[config.mk]
export PLATFORM = sky130hd
export DESIGN_NAME = demux_1ton_reg
export DESIGN_NICKNAME = d
export VERILOG_FILES = /design/src/rtl/demux_pkg.sv /design/src/rtl/demux_slot.sv /design/src/rtl/demux_1ton_reg.sv
export SDC_FILE = /design/constraint.sdc
export NUM_CORES = 1
export LEC_CHECK = 0
export CELL_PAD_IN_SITES_DETAIL_PLACEMENT = 0
export CELL_PAD_IN_SITES_GLOBAL_PLACEMENT = 1
export CORE_AREA = 2 2 131 133
export CTS_CLUSTER_DIAMETER = 40
export DETAILED_ROUTE_END_ITERATION = 10
export DIE_AREA = 0 0 133 135
export GPL_TIMING_DRIVEN = 0
export PLACE_DENSITY = 0.83
export SKIP_CTS_REPAIR_TIMING = 1
export SLEW_MARGIN = 40
export SYNTH_ARGS = -nofsm -noshare
export SYNTH_HDL_FRONTEND = slang
export SYNTH_HIERARCHICAL = 1
export SYNTH_SLANG_ARGS = --single-unit
[constraint.sdc]
create_clock -name clk -period 3.1 [get_ports clk]
set_clock_uncertainty 0.15 [all_clocks]
set_input_delay 0.465 -clock clk [delete_from_list [all_inputs] [get_ports clk]]
set_output_delay 0.465 -clock clk [all_outputs]
set_load 0.03 [all_outputs]
[src/rtl/demux_pkg.sv]
// demux_pkg: shared constants, slot state type and channel slice helper for demux_1ton_reg
package demux_pkg;
  localparam int MAX_CH = 16;
  typedef enum logic {SLOT_EMPTY, SLOT_FULL} slot_state_e;
  function automatic int ch_off(input int ch, input int w);
    return ch * w;
  endfunction
endpackage

[src/rtl/demux_slot.sv]
// demux_slot: one-entry output buffer with EMPTY/FULL state; zero-fills data while empty
module demux_slot import demux_pkg::*; #(
  parameter int DATA_LENGTH = 32
) (
  input  logic                   clk,
  input  logic                   reset,
  input  logic                   load,
  input  logic [DATA_LENGTH-1:0] wdata,
  input  logic                   ready,
  output logic                   valid,
  output logic [DATA_LENGTH-1:0] data
);
  slot_state_e state, state_nx;
  logic [DATA_LENGTH-1:0] word;
  always_ff @(posedge clk or posedge reset) begin
    if (reset) begin
      state <= SLOT_EMPTY;
      word  <= '0;
    end else begin
      state <= state_nx;
      if (load) word <= wdata;
    end
  end
  // A load while full is only ever granted together with a drain, so it simply replaces the word
  always_comb begin
    state_nx = state;
    state_nx = load ? SLOT_FULL : ((state == SLOT_FULL && ready) ? SLOT_EMPTY : state);
  end
  assign valid = state == SLOT_FULL;
  assign data  = valid ? word : '0;
endmodule

[src/rtl/demux_1ton_reg.sv]
// demux_1ton_reg: registered 1-to-N valid/ready demux; per-channel drain counters with DEMUX_CNT_EN
module demux_1ton_reg import demux_pkg::*; #(
  parameter int DATA_LENGTH = 32,
  parameter int NUM_CH      = 4,
  parameter int SEL_W       = $clog2(NUM_CH)
`ifdef DEMUX_CNT_EN
  , parameter int CNT_W     = 16
`endif
) (
  input  logic                          clk,
  input  logic                          reset,
  input  logic                          in_valid,
  output logic                          in_ready,
  input  logic [SEL_W-1:0]              in_sel,
  input  logic [DATA_LENGTH-1:0]        in_data,
  output logic [NUM_CH-1:0]             out_valid,
  input  logic [NUM_CH-1:0]             out_ready,
  output logic [NUM_CH*DATA_LENGTH-1:0] out_data,
  output logic                          sel_err
`ifdef DEMUX_CNT_EN
  , output logic [NUM_CH*CNT_W-1:0]     ch_count
`endif
);
  localparam int PADN = 1 << SEL_W;
  localparam logic [SEL_W:0] NCH = (SEL_W+1)'(NUM_CH);
  if (NUM_CH < 2 || NUM_CH > MAX_CH) begin : g_bad_cfg
    $error("NUM_CH out of range");
  end
  logic [PADN-1:0] full_pad, rdy_pad;
  logic [NUM_CH-1:0] load;
  logic bad_sel;
  // Pad to the full selector range so out-of-range indices read as empty
  assign full_pad = PADN'(out_valid);
  assign rdy_pad  = PADN'(out_ready);
  assign bad_sel  = {1'b0, in_sel} >= NCH;
  assign in_ready = bad_sel || !full_pad[in_sel] || rdy_pad[in_sel];
  always_ff @(posedge clk or posedge reset) begin
    if (reset) sel_err <= 1'b0;
    else sel_err <= in_valid && bad_sel;
  end
  for (genvar i = 0; i < NUM_CH; i++) begin : g_ch
    assign load[i] = in_valid && in_ready && in_sel == SEL_W'(i);
    demux_slot #(.DATA_LENGTH(DATA_LENGTH)) u_slot (
      .clk   (clk),
      .reset (reset),
      .load  (load[i]),
      .wdata (in_data),
      .ready (out_ready[i]),
      .valid (out_valid[i]),
      .data  (out_data[ch_off(i, DATA_LENGTH) +: DATA_LENGTH])
    );
`ifdef DEMUX_CNT_EN
    logic [CNT_W-1:0] cnt;
    always_ff @(posedge clk or posedge reset) begin
      if (reset) cnt <= '0;
      else if (out_valid[i] && out_ready[i]) cnt <= cnt + 1'b1;
    end
    assign ch_count[ch_off(i, CNT_W) +: CNT_W] = cnt;
`endif
  end
endmodule

## Yosys cells after proc, flatten, opt, wreduce, memory -nomap -nowiden

Index checks and enable logic that the tools add are counted.

| word-level totals | value |
|---|---|
| register bits after elaboration | 132 |
| output and inout port bits | 134 |

| cells by class | value |
|---|---|
| multiplexer cells | 16 |
| equality and inequality tests | 3 |
| magnitude comparators | 1 |
| reduce and logical (&&, ||, !) cells | 16 |

Operators by type and width:

| cell | count |
|---|---|
| $mux W32 | 4 |
| $mux W1 | 10 |
| $logic_and A1 B1 Y1 | 9 |
| $reduce_bool A2 Y1 | 4 |
| $bmux W1 S2 | 2 |
| $eq A2 B2 Y1 const B | 2 |
| $lt A2 B3 Y1 const B | 1 |
| $eq A2 B1 Y1 const B | 1 |
| $logic_not A2 Y1 | 1 |
| $logic_not A1 Y1 | 1 |
| $logic_or A1 B1 Y1 | 1 |

## Longest topological paths before layout

Gate-level depths: netlist (run 1).

| logic depth | value |
|---|---|
| word-level depth | 7 |
| mapped depth | 5 |
| depth with buffers taken out | 3 |

## By module

Netlist (run 1), hierarchy kept.

Modules (own cells, without submodules):

| module | instances | cells each | area an instance (um^2) |
|---|---|---|---|
| demux_slot | 4 | 107 | 1592.8 |
| demux_1ton_reg | 1 | 11 | 112.6 |

## Worst setup path before layout (run 1)

No wires, ideal clock.

| timing path | value |
|---|---|
| path type | reg2out |
| from | register g_ch[3].u_slot.state |
| to | output port in_ready |
| arrival | 1238 ps |
| data required time | 2485 ps |
| buffers on the path | 0 |
| slack | 1247 ps |
| stages on the path, launching flop included | 3 |
| cell sequence | dfrtp_1 -> nand2b_4 -> mux4_2 |

| between the ends | value |
|---|---|
| cells in the longest elaborated chain, start to end | 4 |

Ends and longest elaborated chain:

| item | line | RTL |
|---|---|---|
| from (decl) | demux_slot.sv:13 | `slot_state_e state, state_nx;` |
| from (signal assigned) | demux_slot.sv:20 | `state <= state_nx;` |
| $bmux W1 S2 | demux_1ton_reg.sv:36 | `assign in_ready = bad_sel \|\| !full_pad[in_sel] \|\| rdy_pad[in_sel];` |
| $mux W1 (implied by the code) | demux_1ton_reg.sv:36 |  |
| $logic_not A1 Y1 | demux_1ton_reg.sv:36 |  |
| $logic_or A1 B1 Y1 | demux_1ton_reg.sv:36 |  |
| to (decl) | demux_1ton_reg.sv:13 | `output logic in_ready,` |

Every way passes these cells. The select of a mux whose other input is x is not followed.

## Worst setup path in the final report (run 1)

| timing path | value |
|---|---|
| from | register g_ch[3].u_slot.state |
| to | output port out_data[122] |

| between the ends | value |
|---|---|
| cells in the longest elaborated chain, start to end | 1 |

Ends and longest elaborated chain:

| item | line | RTL |
|---|---|---|
| $mux W32 | demux_slot.sv:30 | `assign data = valid ? word : '0;` |
| to (decl) | demux_1ton_reg.sv:18 | `output logic [NUM_CH*DATA_LENGTH-1:0] out_data,` |

Every way passes these cells.

==> flow_summary.toml, run 1 <==
[timing]
post-route-period-util_pct = 95.55
setup_slack_ns = 0.1381
finalHoldViolations = 0
rsz0062_at_grt = "no"
slew_viol_final = 0
final.min_clock_period_ns = 2.962
worst_slew_pin_slew_ns = 0.5383
setup_viol = 0
setup_tns_ns = 0
worst_slew_margin_rel_pct = 64.11
clock.fmax_ghz = 0.3376

[yosys]
netlist.top_cell.by_area = "dfrtp_1"
ys_warn_count = 6
synth_seq_area_share_pct = 50.95
synth_top_area_share_pct = 50.95
avgSynthCellArea_um2 = 14.77
yosysUniqueCellTypes = 17
netlist_area_um2 = 6484
yosys-top-cells-area = "dfrtp_1 51%, mux2_4 27%, and2_1 12%, buf_12 3.7%, mux2_2 2.1%"
syn-num-nets = 480
syn_inst = 439
synth-seq-cells = 132

[clock_network]
clk_pin_slew_worst_paths_ns = 0.06
cts.sinks = 132
ctsHtreeMaxLevel = 4
cts_tree = "built"
clock_path_buffers = 2
cts_buffers = 17
root_buffer = "clkbuf_16"
clock_latency_ns = 0.41

[global_routing]
antenna_found_initial = 0
grt_use_total_pct = 19.56
grt_max_degree = 22
gr-total-overflow = 0
first_global_vias = 4415
grt_pass1_wl_um = 26340

[power_and_ir_drop]
leakage_uw = 0.004040
powerDensity_nw_per_um2 = 637.6
vdd_drop_max_v = 0.0003902

[setup_path]
cp_slowest_cell = "clkdlybuf4s50_1"
cpPeakStageDelay_ns = 0.70
crit_type = "flip-flop to output port"
worstPathMaxFanout = 10
crit_chain = "clkbuf_1, and2_1, clkdlybuf4s50_1"
worst_setup_path_end_kind = "output port"
required_ns = 2.48
arrival_ns = 2.35
critPathLaunchType = "flip-flop"

[layout]
layout.nets = 676
antenna_cells = 0
fin_area_um2 = 9225
fillers = 1301
fin_util_pct = 56.23
finalNonFillerCells = 867
area_growth_pct = 42.28
drive_above_1_share_pct = 29.21

[drt]
post_drt_wl_per_cell_um = 19.39
via_per_inst = 4.577
vias = 3968
first_iter_violations = 146
dr.pass1.iters = 4
routed_wl_um = 16810
detail-route-antenna-nets = 0
drc = 0

[job]
drv_cap = 0

[place]
hpwl_um = 12330
place_inst = 836
io_buffers = 173
dpl_cell_area_um2 = 8601
gp_congestion = 0.7542
pre_cts_ws_ns = 0.3220

[floorplan]
start_util_pct = 39.52
die_area_um2 = 17960
fp.dieW_um = 133
fp.dieH_um = 135
num_rows = 47
num_io_pins = 175
core_area_um2 = 16410

[status]
status = "complete, no violations"

[hold_path]
hold_class = "input pin to asynchronous set/reset pin"
-- synthesized netlist by cell type, drive strengths merged --
cell type  count
a21o           4
nand2b         4
nor4bb         1
and4           1
mux4           1
conb           1
clkbuf        12
mux2         128
buf           17
and4b          2
dfrtp        132
and2         128
inv            8
-- metal layers --
| layer | vias up | GRT usage, % | wire [um] |
|---|---|---|---|
| li1 | 1845 | - | - |
| met1 | 2001 | 25.68 | 7453 |
| met2 | 106 | 32.56 | 8455 |
| met3 | 16 | 3.416 | 615 |
| met4 | 0 | 7.348 | 283 |
| met5 | - | 0 | 0 |
-- power breakdown --
group          switching (uW)  total [uW]  internal (uW)
registers                 199        2280           2080
logic                     647        1490            843
clock network             752        2110           1360
-- registers in the layout, summed over array words and instances (netlist names) --
register           flops
g_ch.u_slot/valid      4
g_ch.u_slot/word     128
-- worst max-delay path: cells and delay by family, from the launching register on --
kind | cells | cell delay [ns]
DFF | 1 | 0.58
buffers and inverters | 2 | 1.15
and+or+nand+nor | 1 | 0.20
-- metrics by stage --
step	total power, uW	hold slack [ns]
after floorplan	3237	0.3227
after global placement	3737	0.3320
after detailed placement	3795	0.3348
after CTS	5951	0.3143
after global routing	6137	0.3544
final	5882	0.3243
-- area by class of cell --
type / count / area (um2) / share of cell area [%]
sequential: 132 / 3303 / 35.81
clock inverter: 13 / 182.7 / 1.980
buffer: 29 / 340.3 / 3.689
clock buffer: 18 / 439.2 / 4.761
inverter: 8 / 30.03 / 0.3255
timing repair buffer: 177 / 1842 / 19.96
multi-input combinational: 270 / 2813 / 30.49
tap: 220 / 275.3 / 2.984
-- logic make-up after synthesis --
| kind of cell | count (synthesis) | share of synthesized area [%] |
|---|---|---|
| simple gates | 136 | 13.57 |
| flops | 132 | 50.95 |
| mux | 129 | 29.29 |
| buf+inv | 37 | 5.673 |
| compound gates | 4 | 0.4632 |
| other cells | 1 | 0.05784 |
-- final timing paths --
| check | start | end | slack (ns) | cells past startpoint |
|---|---|---|---|---|
| max in group asynchronous | reset | g_ch[3].u_slot/word[9] | 1.95 | 3 |
| max | g_ch[3].u_slot/valid | out_data[122] | 0.14 | 3 |
| min in group clk | g_ch[1].u_slot/word[18] | g_ch[1].u_slot/word[18] | 0.35 | 1 |
| min reg2reg | g_ch[1].u_slot/word[18] | g_ch[1].u_slot/word[18] | 0.35 | 1 |
| min | reset | g_ch[2].u_slot/word[20] | 0.32 | 2 |
| max reg2reg | g_ch[0].u_slot/valid | g_ch[0].u_slot/word[23] | 1.24 | 5 |
-- layout by cell type, fill, tap and decap left out, drive strengths merged --
cell,instances
a21o,4
mux2,128
dfrtp,132
and4b,2
inv,9
conb,1
nor4bb,1
clkinv,4
mux4,1
buf,21
clkdlybuf4s50,173
clkinvlp,4
and2,128
bufinv,4
clkbuf,30
and4,1
nand2b,4
No activity file was read; power rests on OpenSTA's default activity.
==> run 2: changes to the inputs <==
Settings changed: CORE_AREA 2 2 131 133 to 2 2 128 130, DIE_AREA 0 0 133 135 to 0 0 130 132, MAX_ROUTING_LAYER set to met4, PLACE_DENSITY 0.83 to 0.87.
Clock period 3.1 ns to 3.6 ns, I/O delays scaled along.
==> run 2 against run 1 <==
Compared with the run above:
- critical path depth is the same
- non-clock buffer count shrank 2
- combinational power shrank 15%
- routed wire length shrank 0.67%
- flip-flop and latch count is the same
- cell area shrank 0.20%
==> flow_summary.toml, run 2 (synthesis gave the netlist of run 1 again) <==
[setup_path]
r2r-start = "g_ch[0].u_slot/valid"
path_buf_inv = 2
cpPeakStageDelay_ns = 0.71
arrival_ns = 2.40
crit_chain = "clkbuf_1, and2_1, clkdlybuf4s50_1"
r2r_slack_ns = 1.72
required_ns = 2.91
crit_type = "flip-flop to output port"
reg2reg_to = "g_ch[0].u_slot/word[6]"
cp_slowest_cell = "clkdlybuf4s50_1"
cp_top_family = "buffers and inverters"
critPathLaunchType = "flip-flop"
r2r_cells = 5
cp.depth = 3
worstPathMaxFanout = 10
worst_setup_path_end_kind = "output port"

[timing]
worst_slew_pin_slew_ns = 0.6856
setup_tns_ns = 0
finalHoldViolations = 0
rsz0062_at_grt = "no"
slew_viol_final = 0
final.min_clock_period_ns = 3.086
clock.fmax_ghz = 0.3241
worst_slew_margin_rel_pct = 54.24
setup_viol = 0
post-route-period-util_pct = 85.72

[layout]
fin_area_um2 = 9206
top_register = "g_ch.u_slot/word"
antenna_cells = 0
largest_reg_flops = 128
layout_common_cells = "173 x clkdlybuf4s50_1, 132 x dfrtp_1, 128 x and2_1"
area_growth_pct = 41.99
drive_above_1_share_pct = 28.37
layout.nets = 674
layout_commonest_cell = "clkdlybuf4s50_1"

[clock_network]
clk_pin_slew_worst_paths_ns = 0.05
cts.sinks = 132
clock_path_buffers = 2
ctsHtreeMaxLevel = 4
root_buffer = "clkbuf_16"
clock_latency_ns = 0.42
cts_tree = "built"
cts_buffers = 17

[power_and_ir_drop]
leakage_uw = 0.004036
pwr-share-comb_pct = 24.6
vdd_drop_max_v = 0.0002923
clock_power_share_pct = 37.6
powerDensity_nw_per_um2 = 563.5
switching_share_pct = 26.00
power.switching_uw = 1349
p_int_uw = 3839
power_frac_seq_pct = 37.8

[floorplan]
fp.dieH_um = 132
die_area_um2 = 17160
core_area_um2 = 15710
fp.dieW_um = 130
num_io_pins = 175
num_rows = 46
start_util_pct = 41.26

[global_routing]
grt_pass1_wl_um = 25900
grt_use_total_pct = 20.87
gr-total-overflow = 0
grt_max_degree = 34
first_global_vias = 4396
antenna_found_initial = 0

[status]
status = "complete, no violations"

[place]
gp_congestion = 0.8003
hpwl_um = 11810
dpl_cell_area_um2 = 8541
io_buffers = 173

[drt]
post_drt_wl_per_cell_um = 19.39
vias = 4022
drc = 0
dr.pass1.iters = 4
via_per_inst = 4.671
detail-route-antenna-nets = 0
first_iter_violations = 195
routed_wl_um = 16700

[hold_path]
worstHoldEndpoint = "g_ch[0].u_slot/word[19]"
hold_path_depth = 1
hp-start = "g_ch[0].u_slot/word[19]"
hold_class = "flip-flop to flip-flop"

[job]
drv_cap = 0
run 2: changes by cell type in the layout (fill, tap and decap cells not counted), sizes merged:
cell	before	now
clkbuf	30	33
clkinvlp	4	1
inv	9	6
buf	21	19
bufinv	4	6
clkinv	4	5
run 2: worst max-delay path by stage:
stage | slack, ns | end | start
2_1_floorplan | 1.67 | in_ready | g_ch[3].u_slot/valid
3_3_place_gp | 0.67 | in_ready | in_sel[1]
3_5_place_dp | 0.64 | in_ready | in_sel[1]
4_1_cts | 0.47 | out_data[60] | g_ch[1].u_slot/valid
5_1_grt | 0.40 | out_data[60] | g_ch[1].u_slot/valid
6_report | 0.51 | out_data[60] | g_ch[1].u_slot/valid
run 2: cell type report:
cell class                      instances  area (um2)
Fill cell                            1230        6506
Sequential cell                       132        3303
Multi-Input combinational cell        270        2813
Timing Repair Buffer                  175        1787
Clock buffer                           21       460.4
Buffer                                 29       337.8
Tap cell                              216       270.3
Clock inverter                         10       202.7
Inverter                                8       32.53
run 2: power by group through the flow:
stage               Clock, uW  Combinational, uW  Sequential (uW)
floorplan                   0                866             1920
global placement            0               1250             1970
detailed placement          0               1280             1980
CTS                      1980               1290             1960
global route             2060               1340             2000
finish                   1950               1270             1960
run 2: routing by layer:
metal  global-route usage (%)  wire length, um
met3                    5.804              792
met4                    5.436              214
met1                    27.22             7569
met2                    32.20             8119
met5                        -                0
run 2: stage by stage:
step / setup WS (ns) / hold WS [ns] / power, uW / std cells / utilization (%)
final: 0.5142 / 0.3482 / 5188 / 861 / 58.59
after global routing: 0.3954 / 0.3573 / 5406 / 861 / 58.59
after CTS: 0.4672 / 0.3517 / 5229 / 861 / 58.58
after detailed placement: 0.6447 / 0.3347 / 3258 / 830 / 54.36
after global placement: 0.6717 / 0.3327 / 3214 / 828 / 54.01
after floorplan: 1.672 / 0.3227 / 2788 / 439 / -
run 2: worst reg2reg max path: stages, from the launching register on:
cell and delay [ns]:
dfrtp_1 0.46, nand2b_1 0.15, nor4bb_1 0.30, buf_6 0.21
buf_12 0.17, mux2_4 0.32
